### src/rtl/uart_v2.sv
// uart_v2: memory-mapped UART with TX/RX serial engines, FIFOs and sticky error flags.

module uart_v2_fifo #(
   parameter int unsigned WIDTH = 8,
   parameter int unsigned DEPTH = 16
) (
   input  logic             clk,
   input  logic             resetn,
   input  logic             push,
   input  logic             pop,
   input  logic [WIDTH-1:0] wdata,
   output logic [WIDTH-1:0] rdata,
   output logic             full,
   output logic             empty
);
   localparam int unsigned AW = $clog2(DEPTH);

   logic [WIDTH-1:0] mem [DEPTH];
   logic [AW:0]      wptr;
   logic [AW:0]      rptr;
   logic             do_push;
   logic             do_pop;

   assign empty   = (wptr == rptr);
   assign full    = (wptr[AW] != rptr[AW]) && (wptr[AW-1:0] == rptr[AW-1:0]);
   assign do_pop  = pop && !empty;
   assign do_push = push && (!full || do_pop);
   assign rdata   = mem[rptr[AW-1:0]];

   // Pointer update; the extra MSB tells full from empty.
   always_ff @(posedge clk or negedge resetn) begin
      if (!resetn) begin
         wptr <= '0;
         rptr <= '0;
      end else begin
         if (do_push) wptr <= wptr + (AW+1)'(1);
         if (do_pop)  rptr <= rptr + (AW+1)'(1);
      end
   end

   // Storage array; contents are don't-care while empty, so no reset.
   always_ff @(posedge clk) begin
      if (do_push) mem[wptr[AW-1:0]] <= wdata;
   end
endmodule

module uart_v2 #(
   parameter int unsigned DATA_BITS   = 8,
   parameter int unsigned STOP_BITS   = 1,
   parameter int unsigned FIFO_DEPTH  = 16,
   parameter int unsigned DEFAULT_DIV = 104
) (
   input  logic        clk,
   input  logic        resetn,
   input  logic [3:0]  reg_we,
   input  logic [3:0]  reg_re,
   input  logic [3:0]  reg_addr,
   input  logic [31:0] reg_di,
   output logic [31:0] reg_do,
   output logic        ready,
   input  logic        uart_rx,
   output logic        uart_tx
);
   localparam int unsigned DW = DATA_BITS;
   localparam int unsigned BW = 4;

   typedef enum logic [1:0] {ST_IDLE, ST_START, ST_DATA, ST_STOP} state_t;

   logic [2:0]    cfg;
   logic [15:0]   div;
   logic          rx_overrun, frame_err, tx_overflow;
   logic          acc, wr, rd, st_wr;
   logic          tx_push, tx_pop, tx_full, tx_empty;
   logic [DW-1:0] tx_rdata, tx_shift;
   logic          rx_pop, rx_full, rx_empty, rx_push, rx_ferr;
   logic [DW-1:0] rx_rdata, rx_shift;
   state_t        tx_state, rx_state;
   logic [15:0]   tx_div, tx_cnt, rx_div, rx_cnt;
   logic [BW-1:0] tx_bit, rx_bit;
   logic          tx_line, tx_tick, tx_busy, tx_start;
   logic [1:0]    rx_sync;
   logic          rx_in, rx_prev;
   logic [7:0]    status;
   logic [31:0]   rdata_c;
   logic          unused_di;

   assign acc      = ((|reg_we) || (|reg_re)) && !ready;
   assign wr       = acc && (|reg_we);
   assign rd       = acc && (|reg_re);
   assign st_wr    = wr && (reg_addr == 4'd2);
   assign tx_push  = wr && (reg_addr == 4'd3);
   assign rx_pop   = rd && (reg_addr == 4'd4);
   assign tx_tick  = (tx_cnt == tx_div - 16'd1);
   assign tx_start = cfg[0] && !tx_empty &&
                     ((tx_state == ST_IDLE) ||
                      ((tx_state == ST_STOP) && tx_tick && (tx_bit == BW'(STOP_BITS-1))));
   assign tx_pop   = tx_start;
   assign tx_busy  = (tx_state != ST_IDLE) || tx_start;
   assign rx_in    = cfg[2] ? tx_line : rx_sync[1];
   assign uart_tx  = cfg[2] ? 1'b1 : tx_line;
   assign status   = {tx_overflow, frame_err, rx_overrun, tx_busy,
                      rx_empty, rx_full, tx_empty, tx_full};
   assign unused_di = &{1'b0, reg_di[31:16]};

   uart_v2_fifo #(.WIDTH(DW), .DEPTH(FIFO_DEPTH)) u_tx_fifo (
      .clk(clk), .resetn(resetn), .push(tx_push), .pop(tx_pop),
      .wdata(reg_di[DW-1:0]), .rdata(tx_rdata), .full(tx_full), .empty(tx_empty));

   uart_v2_fifo #(.WIDTH(DW), .DEPTH(FIFO_DEPTH)) u_rx_fifo (
      .clk(clk), .resetn(resetn), .push(rx_push), .pop(rx_pop),
      .wdata(rx_shift), .rdata(rx_rdata), .full(rx_full), .empty(rx_empty));

   // Read-data mux for the register being accessed.
   always_comb begin
      rdata_c = '0;
      case (reg_addr)
         4'd0: rdata_c = {29'd0, cfg};
         4'd1: rdata_c = {16'd0, div};
         4'd2: rdata_c = {24'd0, status};
         4'd4: rdata_c = rx_empty ? '0 : 32'(rx_rdata);
         default: rdata_c = '0;
      endcase
   end

   // Register port: handshake, CFG/DIV storage and sticky flags (set beats W1C).
   always_ff @(posedge clk or negedge resetn) begin
      if (!resetn) begin
         ready       <= 1'b0;
         reg_do      <= '0;
         cfg         <= '0;
         div         <= 16'(DEFAULT_DIV);
         rx_overrun  <= 1'b0;
         frame_err   <= 1'b0;
         tx_overflow <= 1'b0;
      end else begin
         ready  <= acc;
         reg_do <= rd ? rdata_c : '0;
         if (wr && (reg_addr == 4'd0)) cfg <= reg_di[2:0];
         if (wr && (reg_addr == 4'd1)) div <= (reg_di[15:0] < 16'd4) ? 16'd4 : reg_di[15:0];
         rx_overrun  <= (rx_overrun  && !(st_wr && reg_di[5])) || (rx_push && rx_full && !rx_pop);
         frame_err   <= (frame_err   && !(st_wr && reg_di[6])) || rx_ferr;
         tx_overflow <= (tx_overflow && !(st_wr && reg_di[7])) || (tx_push && tx_full && !tx_pop);
      end
   end

   // TX engine: start bit, LSB-first data, stop bits; chains frames without a gap.
   always_ff @(posedge clk or negedge resetn) begin
      if (!resetn) begin
         tx_state <= ST_IDLE;
         tx_line  <= 1'b1;
         tx_cnt   <= '0;
         tx_bit   <= '0;
         tx_div   <= 16'(DEFAULT_DIV);
         tx_shift <= '0;
      end else if (tx_start) begin
         tx_state <= ST_START;
         tx_line  <= 1'b0;
         tx_cnt   <= '0;
         tx_bit   <= '0;
         tx_div   <= div;
         tx_shift <= tx_rdata;
      end else if (tx_state != ST_IDLE) begin
         if (!tx_tick) begin
            tx_cnt <= tx_cnt + 16'd1;
         end else begin
            tx_cnt <= '0;
            case (tx_state)
               ST_START: begin
                  tx_state <= ST_DATA;
                  tx_line  <= tx_shift[0];
                  tx_shift <= tx_shift >> 1;
                  tx_bit   <= '0;
               end
               ST_DATA: begin
                  if (tx_bit == BW'(DW-1)) begin
                     tx_state <= ST_STOP;
                     tx_line  <= 1'b1;
                     tx_bit   <= '0;
                  end else begin
                     tx_line  <= tx_shift[0];
                     tx_shift <= tx_shift >> 1;
                     tx_bit   <= tx_bit + BW'(1);
                  end
               end
               ST_STOP: begin
                  if (tx_bit == BW'(STOP_BITS-1)) tx_state <= ST_IDLE;
                  else tx_bit <= tx_bit + BW'(1);
               end
               default: tx_state <= ST_IDLE;
            endcase
         end
      end
   end

   // RX engine: synchronise, mid-bit sampling, false-start and framing checks.
   always_ff @(posedge clk or negedge resetn) begin
      if (!resetn) begin
         rx_sync  <= 2'b11;
         rx_prev  <= 1'b1;
         rx_state <= ST_IDLE;
         rx_cnt   <= '0;
         rx_bit   <= '0;
         rx_div   <= 16'(DEFAULT_DIV);
         rx_shift <= '0;
         rx_push  <= 1'b0;
         rx_ferr  <= 1'b0;
      end else begin
         rx_sync <= {rx_sync[0], uart_rx};
         rx_prev <= rx_in;
         rx_push <= 1'b0;
         rx_ferr <= 1'b0;
         if (!cfg[1]) begin
            rx_state <= ST_IDLE;
         end else begin
            case (rx_state)
               ST_IDLE: begin
                  if (rx_prev && !rx_in) begin
                     rx_state <= ST_START;
                     rx_cnt   <= '0;
                     rx_div   <= div;
                  end
               end
               ST_START: begin
                  if (rx_cnt == (rx_div >> 1) - 16'd1) begin
                     rx_cnt   <= '0;
                     rx_bit   <= '0;
                     rx_state <= rx_in ? ST_IDLE : ST_DATA;
                  end else begin
                     rx_cnt <= rx_cnt + 16'd1;
                  end
               end
               ST_DATA: begin
                  if (rx_cnt == rx_div - 16'd1) begin
                     rx_cnt   <= '0;
                     rx_shift <= {rx_in, rx_shift[DW-1:1]};
                     if (rx_bit == BW'(DW-1)) rx_state <= ST_STOP;
                     else rx_bit <= rx_bit + BW'(1);
                  end else begin
                     rx_cnt <= rx_cnt + 16'd1;
                  end
               end
               ST_STOP: begin
                  if (rx_cnt == rx_div - 16'd1) begin
                     rx_cnt   <= '0;
                     rx_state <= ST_IDLE;
                     rx_push  <= rx_in;
                     rx_ferr  <= !rx_in;
                  end else begin
                     rx_cnt <= rx_cnt + 16'd1;
                  end
               end
               default: rx_state <= ST_IDLE;
            endcase
         end
      end
   end
endmodule

### config.mk
export PLATFORM = sky130hd
export DESIGN_NAME = uart_v2
export DESIGN_NICKNAME = d
export VERILOG_FILES = /design/src/rtl/uart_v2.sv
export SDC_FILE = /design/constraint.sdc
export NUM_CORES = 1
export LEC_CHECK = 0
export BUFFER_PORTS_ARGS = -buffer_cell sky130_fd_sc_hd__clkbuf_2
export CORE_AREA = 10 10 198 200
export DETAILED_ROUTE_END_ITERATION = 8
export DIE_AREA = 0 0 208 210
export PLACE_DENSITY_LB_ADDON = 0.08
export SYNTH_ARGS = -nofsm -noshare
export SYNTH_HDL_FRONTEND = slang
export SYNTH_HIERARCHICAL = 1
export SYNTH_SLANG_ARGS = --single-unit
### constraint.sdc
create_clock -name clk -period 3.5 [get_ports clk]
set_input_delay 0.35 -clock clk [delete_from_list [all_inputs] [get_ports clk]]
set_output_delay 0.35 -clock clk [all_outputs]
set_load 0.02 [all_outputs]
==> flow_metrics.env <==
export IMPL_outcome="finished clean"
export IMPL_drv_slew=0
export IMPL_antenna_found_initial=0
export IMPL_netlist_area_um2=19100
export IMPL_dieHeight_um=210
export IMPL_clkSinkCount=413
export IMPL_track_usage_pct=19.6
export IMPL_postRouteAntennaNets=0
export IMPL_io_pins=81
export IMPL_cp_top_family="simple AND/OR/NAND/NOR gates"
export IMPL_crit_buf_inv=3
export IMPL_clockBufferDepth=3
export IMPL_power_density_nw_per_um2=716
export IMPL_first_pass_iters=5
export IMPL_netlist_top_cells_count="edfxtp_1, dfrtp_1, nand2_1, mux2_2, nor2_1"
export IMPL_crit_slowest_cell="or4_4"
export IMPL_start_kind="flip-flop"
export IMPL_grt_pass1_wl_um=68100
export IMPL_clock_skew_ns=0.0246
export IMPL_grt_pass1_vias=11900
export IMPL_cts_root_buf="clkbuf_16"
export IMPL_synth_ff_type="edfxtp_1"
export IMPL_regToRegEndpoint="u_tx_fifo/mem[11][5]"
export IMPL_clk_latency_ns=0.58
export IMPL_ctsHtreeMaxLevel=2
export IMPL_ys_ff_latch=413
export IMPL_power_leakage_nw=8.58
export IMPL_rsz0062_at_grt="yes"
export IMPL_period_needed_ns=3.49
export IMPL_synthTopCellsByArea="edfxtp_1, dfrtp_1, mux4_2, mux2_2, xnor2_1"
export IMPL_dieArea_um2=43700
export IMPL_hpwl_um=28800
export IMPL_max_stage_delay_ns=0.56
export IMPL_min_from="reg_di[12]"
export IMPL_drt_iter0_markers=851
export IMPL_synth_most_common_cell="edfxtp_1"
export IMPL_portBuffers=48
export IMPL_synth_top_area_share_pct=40.2
export IMPL_via_per_inst=5.84
export IMPL_cts_tree="done"
export IMPL_die_width_um=208
export IMPL_synth_edff_count=256
export IMPL_slew_headroom_pct=42.5
export IMPL_dpl_cell_area_um2=20200
export IMPL_fmax_mhz=286
export IMPL_routed_wl_um=43000
export IMPL_min_path_type="input port to flip-flop"
export IMPL_critPathMaxFanout=8
export IMPL_ys_seq_area_share_pct=60.8
export IMPL_start_util_pct=54.3
export IMPL_grtUsageMet1_pct=27.1
export IMPL_cp_required_ns=3.78
export IMPL_drive_above_1_share_pct=28.4
export IMPL_met2_usage_pct=31.4
export IMPL_worst_setup_path_type="flip-flop to flip-flop"
export IMPL_worstPathArrival_ns=3.78
export IMPL_tightest_slew_ns=0.863
export IMPL_r2r_slack_ns=0.007
export IMPL_r2r_start="tx_div[5]"
export IMPL_core_area_um2=35200
export IMPL_area_growth_pct=16.1
export IMPL_synthCells=1355
export IMPL_hold_viol=0
export IMPL_ir_worst_vdd_v=0.000460
export IMPL_rr_worst_depth=12
export IMPL_setup_worst_path_end_class="flip-flop"
export IMPL_whs_ns=0.0411
export IMPL_path_clk_slew_ns=0.06
export IMPL_antenna_cells=0
export IMPL_synth_avg_cell_area_um2=14.1
export IMPL_design_area_um2=22200
export IMPL_setup_viol=0
export IMPL_async_reset_ff_share_pct=38.0
export IMPL_min_period_over_period_pct=99.8
export IMPL_num_vias=11500
export IMPL_cap_violations=0
export IMPL_rows=69
export IMPL_post_route_drc_count=0
export IMPL_synth_top_area_cell="edfxtp_1"
export IMPL_yosys_warnings=6
export IMPL_whs_endpoint="div[12]"
export IMPL_wl_per_cell_um=21.8
export IMPL_place_gp_congestion=0.842
export IMPL_cts_buffers=44
export IMPL_synthDistinctLibCells=83
export IMPL_grt_use_met3_pct=3.46
export IMPL_final_nets=1545
export IMPL_grt_max_degree=63
export IMPL_grt_overflow_total=0
export IMPL_worstPathCellList="or4_4, buf_6, o21ai_2, nor2_1, or4_4, nor4_4, buf_4, nand3_4, a21oi_4, o311ai_4, nor3b_4, buf_6"
export IMPL_nFillCells=2643
export IMPL_gr_max_usage_layer="met2"
export IMPL_hold_path_depth=2
what timing repair did:
action                                  in CTS  in global routing
endpoints found under the setup margin      61                177
resized for setup                            3                 80
gates cloned                                 0                  4
pin swaps                                    1                 18
hold buffers                                 2                  0
setup buffers                                0                 10
hold endpoints to repair                    53                  0
flip-flops by register name, indices dropped and copies added (netlist names), 2 cells and up:
register        flops
tx_cnt             16
tx_div             16
tx_bit              4
rx_bit              4
reg_do             16
tx_shift            8
u_rx_fifo/mem     128
u_rx_fifo/rptr      5
u_rx_fifo/wptr      5
rx_div             16
u_tx_fifo/mem     128
u_tx_fifo/rptr      5
rx_sync             2
rx_state            2
div                16
u_tx_fifo/wptr      5
cfg                 3
rx_shift            8
rx_cnt             16
tx_state            2
cell type report:
class / count / area (um2) / area share (%)
Tap cell: 461 / 577 / 2.60
Clock buffer: 62 / 1230 / 5.53
Sequential cell: 413 / 11600 / 52.4
Inverter: 36 / 135 / 0.608
Multi-Input combinational cell: 836 / 7230 / 32.6
Clock inverter: 19 / 260 / 1.17
Timing Repair Buffer: 145 / 1140 / 5.15
how the worst max path moves through the flow:
stage,start,end,cells after the start
floorplan,tx_div[2],u_tx_fifo/mem[3][0],10
global placement,tx_div[2],u_tx_fifo/mem[1][3],10
detailed placement,tx_div[2],u_tx_fifo/mem[2][3],10
CTS,tx_div[2],u_tx_fifo/mem[2][0],10
global route,tx_div[5],u_tx_fifo/mem[11][5],12
finish,tx_div[5],u_tx_fifo/mem[11][5],12
report_power, final:
part	switching [mW]	total, mW	leakage, nW	internal, mW
registers	0.525	6.12	4.42	5.60
logic	2.59	5.05	3.42	2.46
clock network	1.90	4.74	0.730	2.84
layout by cell type (no fill, tap or decap), types with 6 or more instances in the layout:
cell and instances:
clkbuf_16 46, ha_1 21, a21oi_1 25, a22oi_1 43, and3_4 12, or3_1 11
xnor2_1 59, a22o_1 11, conb_1 16, clkbuf_2 47, o21ai_0 29, mux4_2 64
inv_1 33, or4_1 6, mux2i_1 13, xor2_1 32, nor4_1 15, clkbuf_8 6
edfxtp_1 256, dfrtp_1 142, buf_6 17, nand2_1 73, a31oi_1 17, nand2b_1 13
nand3_1 33, clkbuf_1 12, and3_1 29, buf_4 71, clkinv_2 9, mux2_2 50
nor2_1 64, mux2_4 18, dfstp_2 13, nor3_1 15, nand4_1 12, and2_1 15
nor2b_1 23
through the flow:
step | setup TNS, ns | utilization (%) | cells | setup WS [ns] | total power, mW
6_report | 0 | 63.1 | 1972 | 0.00738 | 15.9
4_1_cts | 0 | 61.8 | 1958 | 0.00437 | 15.6
5_1_grt | -11.31 | 63.1 | 1972 | -0.143 | 16.8
3_5_place_dp | -0.498 | 57.4 | 1875 | -0.0178 | 10.8
2_1_floorplan | -0.107 | - | 1370 | -0.0133 | 9.44
3_3_place_gp | -0.435 | 57.4 | 1875 | -0.0218 | 10.8
worst register-to-register path: stages (launching register included):
cell      delay [ns]
dfstp_2         0.37
or4_4           0.56
buf_6           0.15
o21ai_2         0.10
nor2_1          0.06
or4_4           0.54
nor4_4          0.27
buf_4           0.17
nand3_4         0.08
a21oi_4         0.31
o311ai_4        0.21
nor3b_4         0.24
buf_6           0.16
metal layers:
layer  part of all wire, %  vias to the layer above
met5                     0                        -
met4                   2.1                        0
met3                   4.9                       59
met2                    48                      262
met1                    45                     5851
li1                      -                     5352
cell families after synthesis:
family | after synthesis | share of synthesized area (%)
multiplexers | 146 | 12.3
adder cells (fa/ha/maj) | 23 | 1.49
buffers and inverters | 122 | 3.30
AND/OR/NAND/NOR | 375 | 10.9
AO/OA/AOI/OAI | 182 | 6.95
flip-flops | 413 | 60.8
XOR/XNOR | 93 | 4.33
other | 1 | 0.0196
Note: power is estimated with default switching activity, not from simulation.
